===== src/rtl/mc_control_pkg.sv =====
// Shared encodings for the multicycle CPU control path: FSM states, opcodes,
// ALUop codes, datapath mux selects and the decoded instruction class.
package mc_control_pkg;

  typedef enum logic [3:0] {
    S_IF       = 4'd0,
    S_ID       = 4'd1,
    S_EX_R     = 4'd2,
    S_EX_I     = 4'd3,
    S_MEM_ADDR = 4'd4,
    S_MEM_RD   = 4'd5,
    S_MEM_WR   = 4'd6,
    S_WB_ALU   = 4'd7,
    S_WB_MEM   = 4'd8,
    S_BEQ      = 4'd9,
    S_JAL      = 4'd10,
    S_ERR      = 4'd11
  } state_t;

  typedef enum logic [2:0] {
    CLS_R       = 3'd0,
    CLS_I       = 3'd1,
    CLS_LOAD    = 3'd2,
    CLS_STORE   = 3'd3,
    CLS_BEQ     = 3'd4,
    CLS_JAL     = 3'd5,
    CLS_ILLEGAL = 3'd6
  } op_class_t;

  localparam logic [6:0] OP_RTYPE = 7'b0110011;
  localparam logic [6:0] OP_ITYPE = 7'b0010011;
  localparam logic [6:0] OP_LOAD  = 7'b0000011;
  localparam logic [6:0] OP_STORE = 7'b0100011;
  localparam logic [6:0] OP_BEQ   = 7'b1100011;
  localparam logic [6:0] OP_JAL   = 7'b1101111;

  // ALUop codes are shared with ALUcontrol
  localparam logic [1:0] ALUOP_ADD   = 2'b00;
  localparam logic [1:0] ALUOP_SUB   = 2'b01;
  localparam logic [1:0] ALUOP_FUNCT = 2'b10;

  localparam logic [1:0] MTR_ALUOUT = 2'b00;
  localparam logic [1:0] MTR_MDR    = 2'b01;
  localparam logic [1:0] MTR_PC     = 2'b10;

  localparam logic [1:0] SRCA_PC    = 2'b00;
  localparam logic [1:0] SRCA_A     = 2'b01;
  localparam logic [1:0] SRCA_OLDPC = 2'b10;

  localparam logic [1:0] SRCB_B     = 2'b00;
  localparam logic [1:0] SRCB_4     = 2'b01;
  localparam logic [1:0] SRCB_IMM   = 2'b10;

endpackage


===== src/rtl/mc_control_opcode_class.sv =====
// Combinational opcode -> instruction-class decode used by the ID and
// MEM_ADDR transitions of mc_control.
module opcode_class
  import mc_control_pkg::*;
(
  input  logic [6:0] opcode,
  output op_class_t  cls
);

  always_comb begin
    cls = CLS_ILLEGAL;
    case (opcode)
      OP_RTYPE: cls = CLS_R;
      OP_ITYPE: cls = CLS_I;
      OP_LOAD:  cls = CLS_LOAD;
      OP_STORE: cls = CLS_STORE;
      OP_BEQ:   cls = CLS_BEQ;
      OP_JAL:   cls = CLS_JAL;
      default:  cls = CLS_ILLEGAL;
    endcase
  end

endmodule


===== src/rtl/mc_control.sv =====
// Main control FSM of the multicycle RV32I-subset CPU: one state per datapath
// step, Moore outputs (PCWrite in S_BEQ additionally follows the zero flag).
module mc_control
  import mc_control_pkg::*;
(
  input  logic       clk,
  input  logic       rst,
  input  logic [6:0] opcode,
  input  logic       zero,
  output logic       PCWrite,
  output logic       IorD,
  output logic       MemWrite,
  output logic       IRWrite,
  output logic       RegWrite,
  output logic [1:0] MemtoReg,
  output logic [1:0] ALUSrcA,
  output logic [1:0] ALUSrcB,
  output logic [1:0] ALUop,
  output logic       PCSource,
  output logic       instr_done,
  output logic       illegal
);

  state_t    state;
  state_t    next_state;
  op_class_t cls;

  logic pc_write;
  logic mem_write;
  logic ir_write;
  logic reg_write;
  logic done;
  logic err;

  opcode_class u_opcode_class (
    .opcode (opcode),
    .cls    (cls)
  );

  always_ff @(posedge clk) begin
    if (rst) begin
      state <= S_IF;
    end else begin
      state <= next_state;
    end
  end

  always_comb begin
    next_state = state;
    pc_write   = 1'b0;
    IorD       = 1'b0;
    mem_write  = 1'b0;
    ir_write   = 1'b0;
    reg_write  = 1'b0;
    MemtoReg   = MTR_ALUOUT;
    ALUSrcA    = SRCA_PC;
    ALUSrcB    = SRCB_B;
    ALUop      = ALUOP_ADD;
    PCSource   = 1'b0;
    done       = 1'b0;
    err        = 1'b0;
    case (state)
      S_IF: begin
        ir_write   = 1'b1;
        pc_write   = 1'b1;
        ALUSrcB    = SRCB_4;
        next_state = S_ID;
      end
      // ALUOut captures oldPC + imm here: the beq/jal target
      S_ID: begin
        ALUSrcA = SRCA_OLDPC;
        ALUSrcB = SRCB_IMM;
        case (cls)
          CLS_R:     next_state = S_EX_R;
          CLS_I:     next_state = S_EX_I;
          CLS_LOAD:  next_state = S_MEM_ADDR;
          CLS_STORE: next_state = S_MEM_ADDR;
          CLS_BEQ:   next_state = S_BEQ;
          CLS_JAL:   next_state = S_JAL;
          default:   next_state = S_ERR;
        endcase
      end
      S_EX_R: begin
        ALUSrcA    = SRCA_A;
        ALUop      = ALUOP_FUNCT;
        next_state = S_WB_ALU;
      end
      // addi forces add so imm bit 30 can never select sub
      S_EX_I: begin
        ALUSrcA    = SRCA_A;
        ALUSrcB    = SRCB_IMM;
        next_state = S_WB_ALU;
      end
      S_WB_ALU: begin
        reg_write  = 1'b1;
        done       = 1'b1;
        next_state = S_IF;
      end
      S_MEM_ADDR: begin
        ALUSrcA = SRCA_A;
        ALUSrcB = SRCB_IMM;
        if (cls == CLS_LOAD) begin
          next_state = S_MEM_RD;
        end else begin
          next_state = S_MEM_WR;
        end
      end
      S_MEM_RD: begin
        IorD       = 1'b1;
        next_state = S_WB_MEM;
      end
      S_WB_MEM: begin
        reg_write  = 1'b1;
        MemtoReg   = MTR_MDR;
        done       = 1'b1;
        next_state = S_IF;
      end
      S_MEM_WR: begin
        IorD       = 1'b1;
        mem_write  = 1'b1;
        done       = 1'b1;
        next_state = S_IF;
      end
      S_BEQ: begin
        ALUSrcA    = SRCA_A;
        ALUop      = ALUOP_SUB;
        PCSource   = 1'b1;
        pc_write   = zero;
        done       = 1'b1;
        next_state = S_IF;
      end
      // PC already holds oldPC+4, which is the link value
      S_JAL: begin
        PCSource   = 1'b1;
        pc_write   = 1'b1;
        reg_write  = 1'b1;
        MemtoReg   = MTR_PC;
        done       = 1'b1;
        next_state = S_IF;
      end
      S_ERR: begin
        err        = 1'b1;
        next_state = S_ERR;
      end
      default: begin
        err        = 1'b1;
        next_state = S_ERR;
      end
    endcase
  end

  // Reset suppresses every side effect in the same cycle it is asserted
  assign PCWrite    = pc_write  & ~rst;
  assign MemWrite   = mem_write & ~rst;
  assign IRWrite    = ir_write  & ~rst;
  assign RegWrite   = reg_write & ~rst;
  assign instr_done = done      & ~rst;
  assign illegal    = err       & ~rst;

endmodule


===== config.mk =====
export PLATFORM = sky130hd
export DESIGN_NAME = mc_control
export DESIGN_NICKNAME = d
export VERILOG_FILES = /design/src/rtl/mc_control_pkg.sv /design/src/rtl/mc_control_opcode_class.sv /design/src/rtl/mc_control.sv
export SDC_FILE = /design/constraint.sdc
export NUM_CORES = 1
export LEC_CHECK = 0
export CAP_MARGIN = 25
export CORE_MARGIN = 2
export CORE_UTILIZATION = 39
export DETAILED_ROUTE_END_ITERATION = 8
export GPL_ROUTABILITY_DRIVEN = 0
export HOLD_SLACK_MARGIN = 0.12
export PLACE_DENSITY = 0.77
export REMOVE_ABC_BUFFERS = 1
export SETUP_SLACK_MARGIN = 0.3
export SYNTH_ARGS = -nofsm -noshare
export SYNTH_HDL_FRONTEND = slang
export SYNTH_HIERARCHICAL = 1
export SYNTH_SLANG_ARGS = --single-unit

===== constraint.sdc =====
create_clock -name clk -period 1.5 [get_ports clk]
set_input_delay 0.3 -clock clk [delete_from_list [all_inputs] [get_ports clk]]
set_output_delay 0.3 -clock clk [all_outputs]
set_load 0.02 [all_outputs]

# After elaboration in Yosys (flattened, before gate mapping)
# Index checks and enable logic that the tools add are counted.
# word_totals
reg_bits,4
in_bits,10
output_inout_bits,16
wordCells,57
# classes
n_eq_ne,21
muxes,16
bitwise_logic,7
reduce_logical,12
# op_table
cell,n
$pmux 4 s6,1
$pmux 4 s5,1
$pmux 3 s6,1
$eq 4x3->1 const B,4
$pmux 2 s2,4
$eq 7x6->1 const B,2
$eq 7x7->1 const B,2
$eq 4x4->1 const B,3
$reduce_or 11->1,1
$reduce_or 2->1,5
$eq 4x2->1 const B,2
$eq 7x2->1 const B,1
$eq 7x5->1 const B,1
$mux 1,7
$and 1x1->1,6
$eq 3x2->1 const B,2
$eq 3x3->1 const B,2
$reduce_or 3->1,2
$reduce_or 5->1,1
$eq 4x1->1 const B,1
$logic_not 4->1,1
$reduce_or 4->1,1
$eq 3x1->1 const B,1
$logic_not 3->1,1
3 further kinds,3

# Depth between registers and ports, before layout
# Gate-level depths: netlist of the first run.
# logic_depth
ltp_word,6
ltp_mapped,7
ltp_nobuf,7

# Hierarchy
# The synthesis of the first run kept the hierarchy.
# by_module_without_submodules
mod,n_inst,cells_each,area_per_inst_um2,seq_area_each_um2
mc_control,1,62,467.9,80.1
opcode_class,1,11,81.3,0.0

# Worst setup path before layout of the first run
# Ideal clock, no wire load.
# synth_timing
path_type,reg-to-output
startpoint,register state[3]
endpoint,output port IRWrite
arrival_ns,1.482
t_required_ns,1.200
slack_ns,-0.282
path_stages_with_launch,4
n_path_buf,1
cell_sequence,dfxtp_1 -> buf_2 -> nor4_2 -> nor2b_1
# synth_via
elab_chain_len,3
# synth_rtl
element,line,rtl
start: declaration,mc_control.sv:24,state_t state;
start signal: assignment,mc_control.sv:44,state <= next_state;
$logic_not 4->1,mc_control.sv:62,case (state)
$mux 1,mc_control.sv:62,
$and 1x1->1,mc_control.sv:155,assign IRWrite = ir_write & ~rst;
end: declaration,mc_control.sv:13,"output logic IRWrite,"
# No other way between the ends.

# Worst setup path after layout of the first run
# layout_timing
startpoint,register state[0]
endpoint,output port IRWrite
# The elaborated chain is that of the path after synthesis.

==> results of run 1 <==
-- metrics by stage --
| step | cell area [sq um] | total power [mW] | utilization | setup WS [ps] |
|---|---|---|---|---|
| detailed placement | 958 | 1.65 | 0.737 | -663 |
| floorplan | 517 | 0.935 | - | -233 |
| CTS | 1110 | 1.99 | 0.852 | -196 |
| finish | 1240 | 2.33 | 0.955 | -214 |
| global placement | 958 | 1.62 | 0.737 | -642 |
| global route | 1240 | 2.45 | 0.955 | -258 |
-- cells by family after synthesis --
group | count (synthesis)
AND/OR/NAND/NOR | 38
AO/OA/AOI/OAI | 22
buffers and inverters | 6
flip-flops | 4
XOR/XNOR | 2
multiplexers | 1
-- worst register-to-register path: stages, from the launching register on --
cell and delay (ps):
dfxtp_4 360, buf_6 140, a21oi_4 180, nand2b_4 160
buf_4 110, buf_4 110, a21boi_2 160, o21ai_1 80
-- layout make-up --
cell class	count	area [sq um]
clock buffer	3	22.5
sequential	4	95.1
tap	15	18.8
fill	34	58.8
inverter	1	6.26
multi-input combinational	63	614
timing repair buffer	55	485
-- metal layers --
layer,wire [um],global-route usage,share of wire
met5,0,0,0
met4,132,0.0903,0.048
met3,125,0.0391,0.046
met2,1410,0.491,0.51
met1,1080,0.280,0.39
-- layout by cell type (no fill, tap or decap), types with 2 or more instances in the layout --
cell type,n
buf_4,31
buf_6,14
nand2b_4,6
nor2_1,5
a21oi_2,4
dfxtp_4,4
nor2_2,3
nand2_1,3
nor3_4,3
nor2b_4,3
a31oi_1,3
clkbuf_4,3
dlygate4sd2_1,3
clkdlybuf4s15_2,3
nor3_1,2
nor3_2,2
o21ai_1,2
buf_2,2
nand3_4,2
-- power breakdown --
| part | internal, mW | switching, mW | leakage, nW |
|---|---|---|---|
| clock | 0.0895 | 0.0433 | 0.0138 |
| sequential | 0.177 | 0.109 | 0.0356 |
| combinational | 0.976 | 0.939 | 0.467 |
-- how the worst min path moves through the flow --
stage,start,cells after the start,end
floorplan,rst,1,state[3]
global placement,state[2],4,state[0]
detailed placement,state[2],4,state[0]
CTS,rst,3,state[1]
global route,rst,3,state[3]
finish,rst,3,state[3]
-- timing repair --
item | CTS | global route
setup endpoints to repair | 20 | 20
pin swaps | 13 | 12
buffers inserted | 3 | 4
resized for setup | 143 | 24
==> results.txt, run 1 <==
status - finished, violations left
failing checks - negative setup slack
Root Driver - clkbuf_4
worst path bufs/invs - 2
clock latency on the worst-skew pair - 230 ps
First DRT Iteration DRCs - 17
post-synthesis compound-gate area fraction - 0.314
CP Max Fanout - 5
placed cell count - 131
Post-synth EDFFs - 0
Ys Warns - 6
maximum vdd drop - 1.01 mV
Slowest-stage cell, CP - dfxtp_4
top flop regs - state x4
number of global-route vias before repair - 823
worst r2r src - state[0]
post-synth top area share - 0.146
Antenna diodes - 0
CP arrival - 1410 ps
syn avg cell area - 7.52 sq um
min cycle time layout - 1710 ps
most common flop cell mapped by yosys - dfxtp_1
Setup crit end - IRWrite
Post-Synth Simple-Gate Area - 0.424
largest net degree at the start of global routing - 9
TritonCTS Buffers - 3
final worst slack - -214 ps
Synth Area in XOR/XNOR - 0.0319
max_cap viols - 0
Vias - 836
worst slew pin tran - 280 ps
GRT Overall Usage - 0.257
worst reg-to-reg path cell count - 7
setup TNS - -1330 ps
layout cells sized above 1 - 0.762
Die Width - 41.5 um
max reg flops - 4
fin. max-slew vios - 0
register area share after synthesis - 0.146
Avg Vias per Cell - 5.93
Syn Inst Count - 73
instance count on the critical path - 4
RSZ-0062 raised after global routing - true
period utilization - 1.14
critical path's top delay family - buffers and inverters
CTS tree - built
Placeable Area - 1300 sq um
first-pass GRT wire length - 3570 um
required time of the worst setup path - 1200 ps
Syn Std Cell Area - 549 sq um
clock tree sinks - 4
router iterations before antenna repair - 5
CP Capture Type - primary output
ranking of synthesized cells by area - dfxtp_1, nand2b_1, nor2_1
Critical Path, Cell by Cell - buf_6, nor4_2, nor2b_2, clkdlybuf4s15_2
most frequent cell after synthesis - nor2_1
# IOs - 26
leading area contributor after synthesis - dfxtp_1
Die ar. - 1720 sq um
Clock Path Buffers - 2
Post-Route Skew - 5.51 ps
CTS Hold Bufs - 0
Setup crit start - state[0]
P_leak - 0.516 nW
final setup fails - 13
Rows - 13
final cell count without fillers - 141
Final nets - 138
remaining antenna violation count - 0
CP Class - reg2out
critical path's largest stage delay - 360 ps
Slew headroom - 0.812
Seq cells post-synth - 4
port bufs - 25
Initial Util - 0.422
post-synthesis cell type count - 35
grt total ovfl - 0
FF-to-FF End - state[0]
P&R area growth vs syn - 126%
largest family of logic cells by synthesized area - simple AND/OR/NAND/NOR gates
Final Hold Vio Count - 0
FF-to-FF setup slack - 70 ps
PwrDens - 1880 nW/um^2
asr flop ratio synth - 0
clock-pin transition on the worst setup and hold timing paths - 40 ps
WL final - 2740 um
hold slack final - 706 ps
adder-cell share of the synthesized area - 0
Die Height - 41.5 um
DRC violations left - 0
drt wl/cell - 19.5 um
fmax - 0.583 GHz
initial antenna violation count - 0
Worst setup SP type - flop
most instantiated cells after synthesis - nor2_1, a21oi_1, nand2b_1
Post-DP HPWL - 1380 um
post-synthesis mux area share - 0.0182
Top reg by flops - state
Hold Crit Class - in2reg
CTS H-tree lvls - 1
Power figures use the tool's default switching activity.
==> run 2, diff against run 1 <==
ABC_CLOCK_PERIOD_IN_PS = 1500   (was unset)
CTS_CLUSTER_DIAMETER = 80   (was unset)
==> results of run 2 <==
The final DEF is identical to that of run 1; final timing and power are the same.
==> run 3, diff against run 2 <==
CORE_MARGIN = 4   (was 2)
==> run 3 against run 2 <==
The flow still finishes with violations (negative setup slack). Sequential power fell by 1%. Setup slack improved by 14 ps. Clock skew barely moved. Non-clock buffer count fell by 2. Via count fell by 1.1%. Count of clock-buffer cells in the layout did not move. First-iteration DRC count did not move. Combinational power fell by 5%. Sequential cell count did not move. Core utilization fell by 4.3 points.
==> results.txt, run 3 (same netlist as run 1, synthesis figures left out) <==
GRT Overall Usage - 0.238 (-0.0188)
period utilization - 1.13 (-0.00961)
final setup fails - 14 (+1)
# IOs - 26 (unchanged)
worst slack, placed - -648 ps (+14.5 ps)
Final nets - 136 (-1.4%)
failing checks - negative setup slack
P&R area growth vs syn - 119%
commonest non-fill, non-tap cells in the layout - buf_4, buf_6, nor2_1
clock latency on the worst-skew pair - 240 ps (about the same)
Die Height - 45.5 um (+9.6%)
first-pass GRT wire length - 3480 um (-2.5%)
setup TNS - -1490 ps (-159 ps)
CP Capture Type - primary output
Slew headroom - 0.835 (+0.0238)
status - finished, violations left
fin. max-slew vios - 0 (unchanged)
critical path's largest stage delay - 370 ps (about the same)
Worst setup SP type - flop
critical path's top delay family - flip-flops
Die Width - 45.5 um (+9.6%)
Setup crit start - state[1]
fmax - 0.588 GHz (+0.85%)
PwrDens - 1870 nW/um^2 (-0.70%)
Rows - 13 (unchanged)
cell area after layout - 1200 sq um (-3.3%)
WL final - 2630 um (-4.0%)
max_cap viols - 0 (unchanged)
P_leak - 0.513 nW (-0.62%)
remaining antenna violation count - 0 (unchanged)
initial antenna violation count - 0 (unchanged)
max reg flops - 4 (unchanged)
Avg Vias per Cell - 5.95 (+0.35%)
CTS H-tree lvls - 1 (unchanged)
CTS Hold Bufs - 0 (unchanged)
layout cells sized above 1 - 0.694 (-0.0684)
Antenna diodes - 0 (unchanged)
largest net degree at the start of global routing - 12 (+3)
Post-DP HPWL - 1370 um (-0.52%)
router iterations before antenna repair - 4 (-1)
FF-to-FF setup slack - -40 ps (-110 ps)
Post-Route Skew - 5.85 ps (+0.341 ps)
grt total ovfl - 0 (unchanged)
worst r2r src - state[1]
top flop regs - state x4
storage element area - 95.1 sq um (unchanged)
Placeable Area - 1320 sq um (+1.2%)
drt wl/cell - 18.9 um (-2.6%)
number of global-route vias before repair - 788 (-4.3%)
worst min-delay path startpoint - rst
maximum vdd drop - 1.11 mV (+9.6%)
TritonCTS Buffers - 3 (unchanged)
Clock Path Buffers - 2 (unchanged)
FF-to-FF End - state[1]
hold endpoint - state[3]
Slowest-stage cell, CP - dfxtp_4
Filler cells - 54 (+59%)
worst reg-to-reg path cell count - 7 (unchanged)
clock-pin transition on the worst setup and hold timing paths - 40 ps (about the same)
most common cell after layout, fill and taps aside - buf_4
Top reg by flops - state
Final Hold Vio Count - 0 (unchanged)
CP Max Fanout - 7 (+2)
port bufs - 25 (unchanged)
First DRT Iteration DRCs - 17 (unchanged)
Placement Cell Area - 963 sq um (+0.52%)
hold slack final - 663 ps (-42.8 ps)
DRC violations left - 0 (unchanged)
min cycle time layout - 1700 ps (-14.4 ps)
depth of the worst hold-timing path - 3 (unchanged)
RSZ-0062 raised after global routing - true
CTS tree - built
Hold Crit Class - in2reg
Initial Util - 0.417 (-0.00521)
final worst slack - -199 ps (+14.4 ps)
Critical Path, Cell by Cell - and2b_4, a21boi_4, a2111oi_4, buf_4
Root Driver - clkbuf_4
Vias - 827 (-1.1%)
worst path bufs/invs - 1 (-1)
Multi-input gate area - 586 sq um (-4.7%)
CP arrival - 1400 ps (about the same)
worst slew pin tran - 245 ps (-35.2 ps)
CP Class - reg2out
Die ar. - 2070 sq um (+20%)
clock tree sinks - 4 (unchanged)
Power Total - 2.24 mW (-4.0%)
required time of the worst setup path - 1200 ps (about the same)
-- run 3: changes by cell type in the layout (fill, tap and decap cells not counted), moves of 2 or more --
cell,previous run,this run
buf_4,31,29
clkdlybuf4s15_2,3,0
nor2_4,1,3
nor3_4,3,1
nor3_1,2,4
nor2_2,3,0
a21oi_1,1,3
-- run 3: cell type report --
cell class,count,share of cell area
multi-input combinational,63,0.488
timing repair buffer,53,0.394
sequential,4,0.0792
clock buffer,3,0.0188
tap,15,0.0156
inverter,1,0.00521
-- run 3: worst max path at each step --
stage | endpoint | slack [ps] | cells after the start
after floorplan | IRWrite | -230 | 2
after global placement | PCWrite | -640 | 4
final | PCWrite | -200 | 4
after global routing | PCWrite | -250 | 4
after CTS | PCWrite | -190 | 4
after detailed placement | PCWrite | -650 | 4
-- run 3: worst register-to-register path: stages (launching register included) --
cell and delay [ps]:
dfxtp_4 370, buf_4 170, nand2b_4 180, nor3_2 240, buf_4 150, buf_4 100
nand3_1 90, a31oi_1 150
-- run 3: per-stage QoR --
step,instances,util
3_5_place_dp,130,0.731
4_1_cts,139,0.865
6_report,139,0.912
3_3_place_gp,130,0.731
2_1_floorplan,68,-
5_1_grt,139,0.912
-- run 3: timing repair --
item,4_1_cts,5_1_grt
cloned,0,0
gates resized for setup,150,16
pin swaps,12,8
endpoints found under the setup margin,20,20
buffers inserted,6,0
-- run 3: metal layers --
layer | global-route usage | part of all wire | vias to the layer above
met5 | 0 | 0 | -
met4 | 0.105 | 0.045 | 0
met3 | 0.0672 | 0.084 | 14
met2 | 0.471 | 0.52 | 54
met1 | 0.216 | 0.35 | 387
li1 | - | - | 372
-- run 3: report_power, final --
group | leakage [nW] | switching, mW | internal (mW) | total (mW)
sequential | 0.0356 | 0.105 | 0.177 | 0.282
combinational | 0.464 | 0.892 | 0.929 | 1.82
clock | 0.0138 | 0.0486 | 0.0898 | 0.138
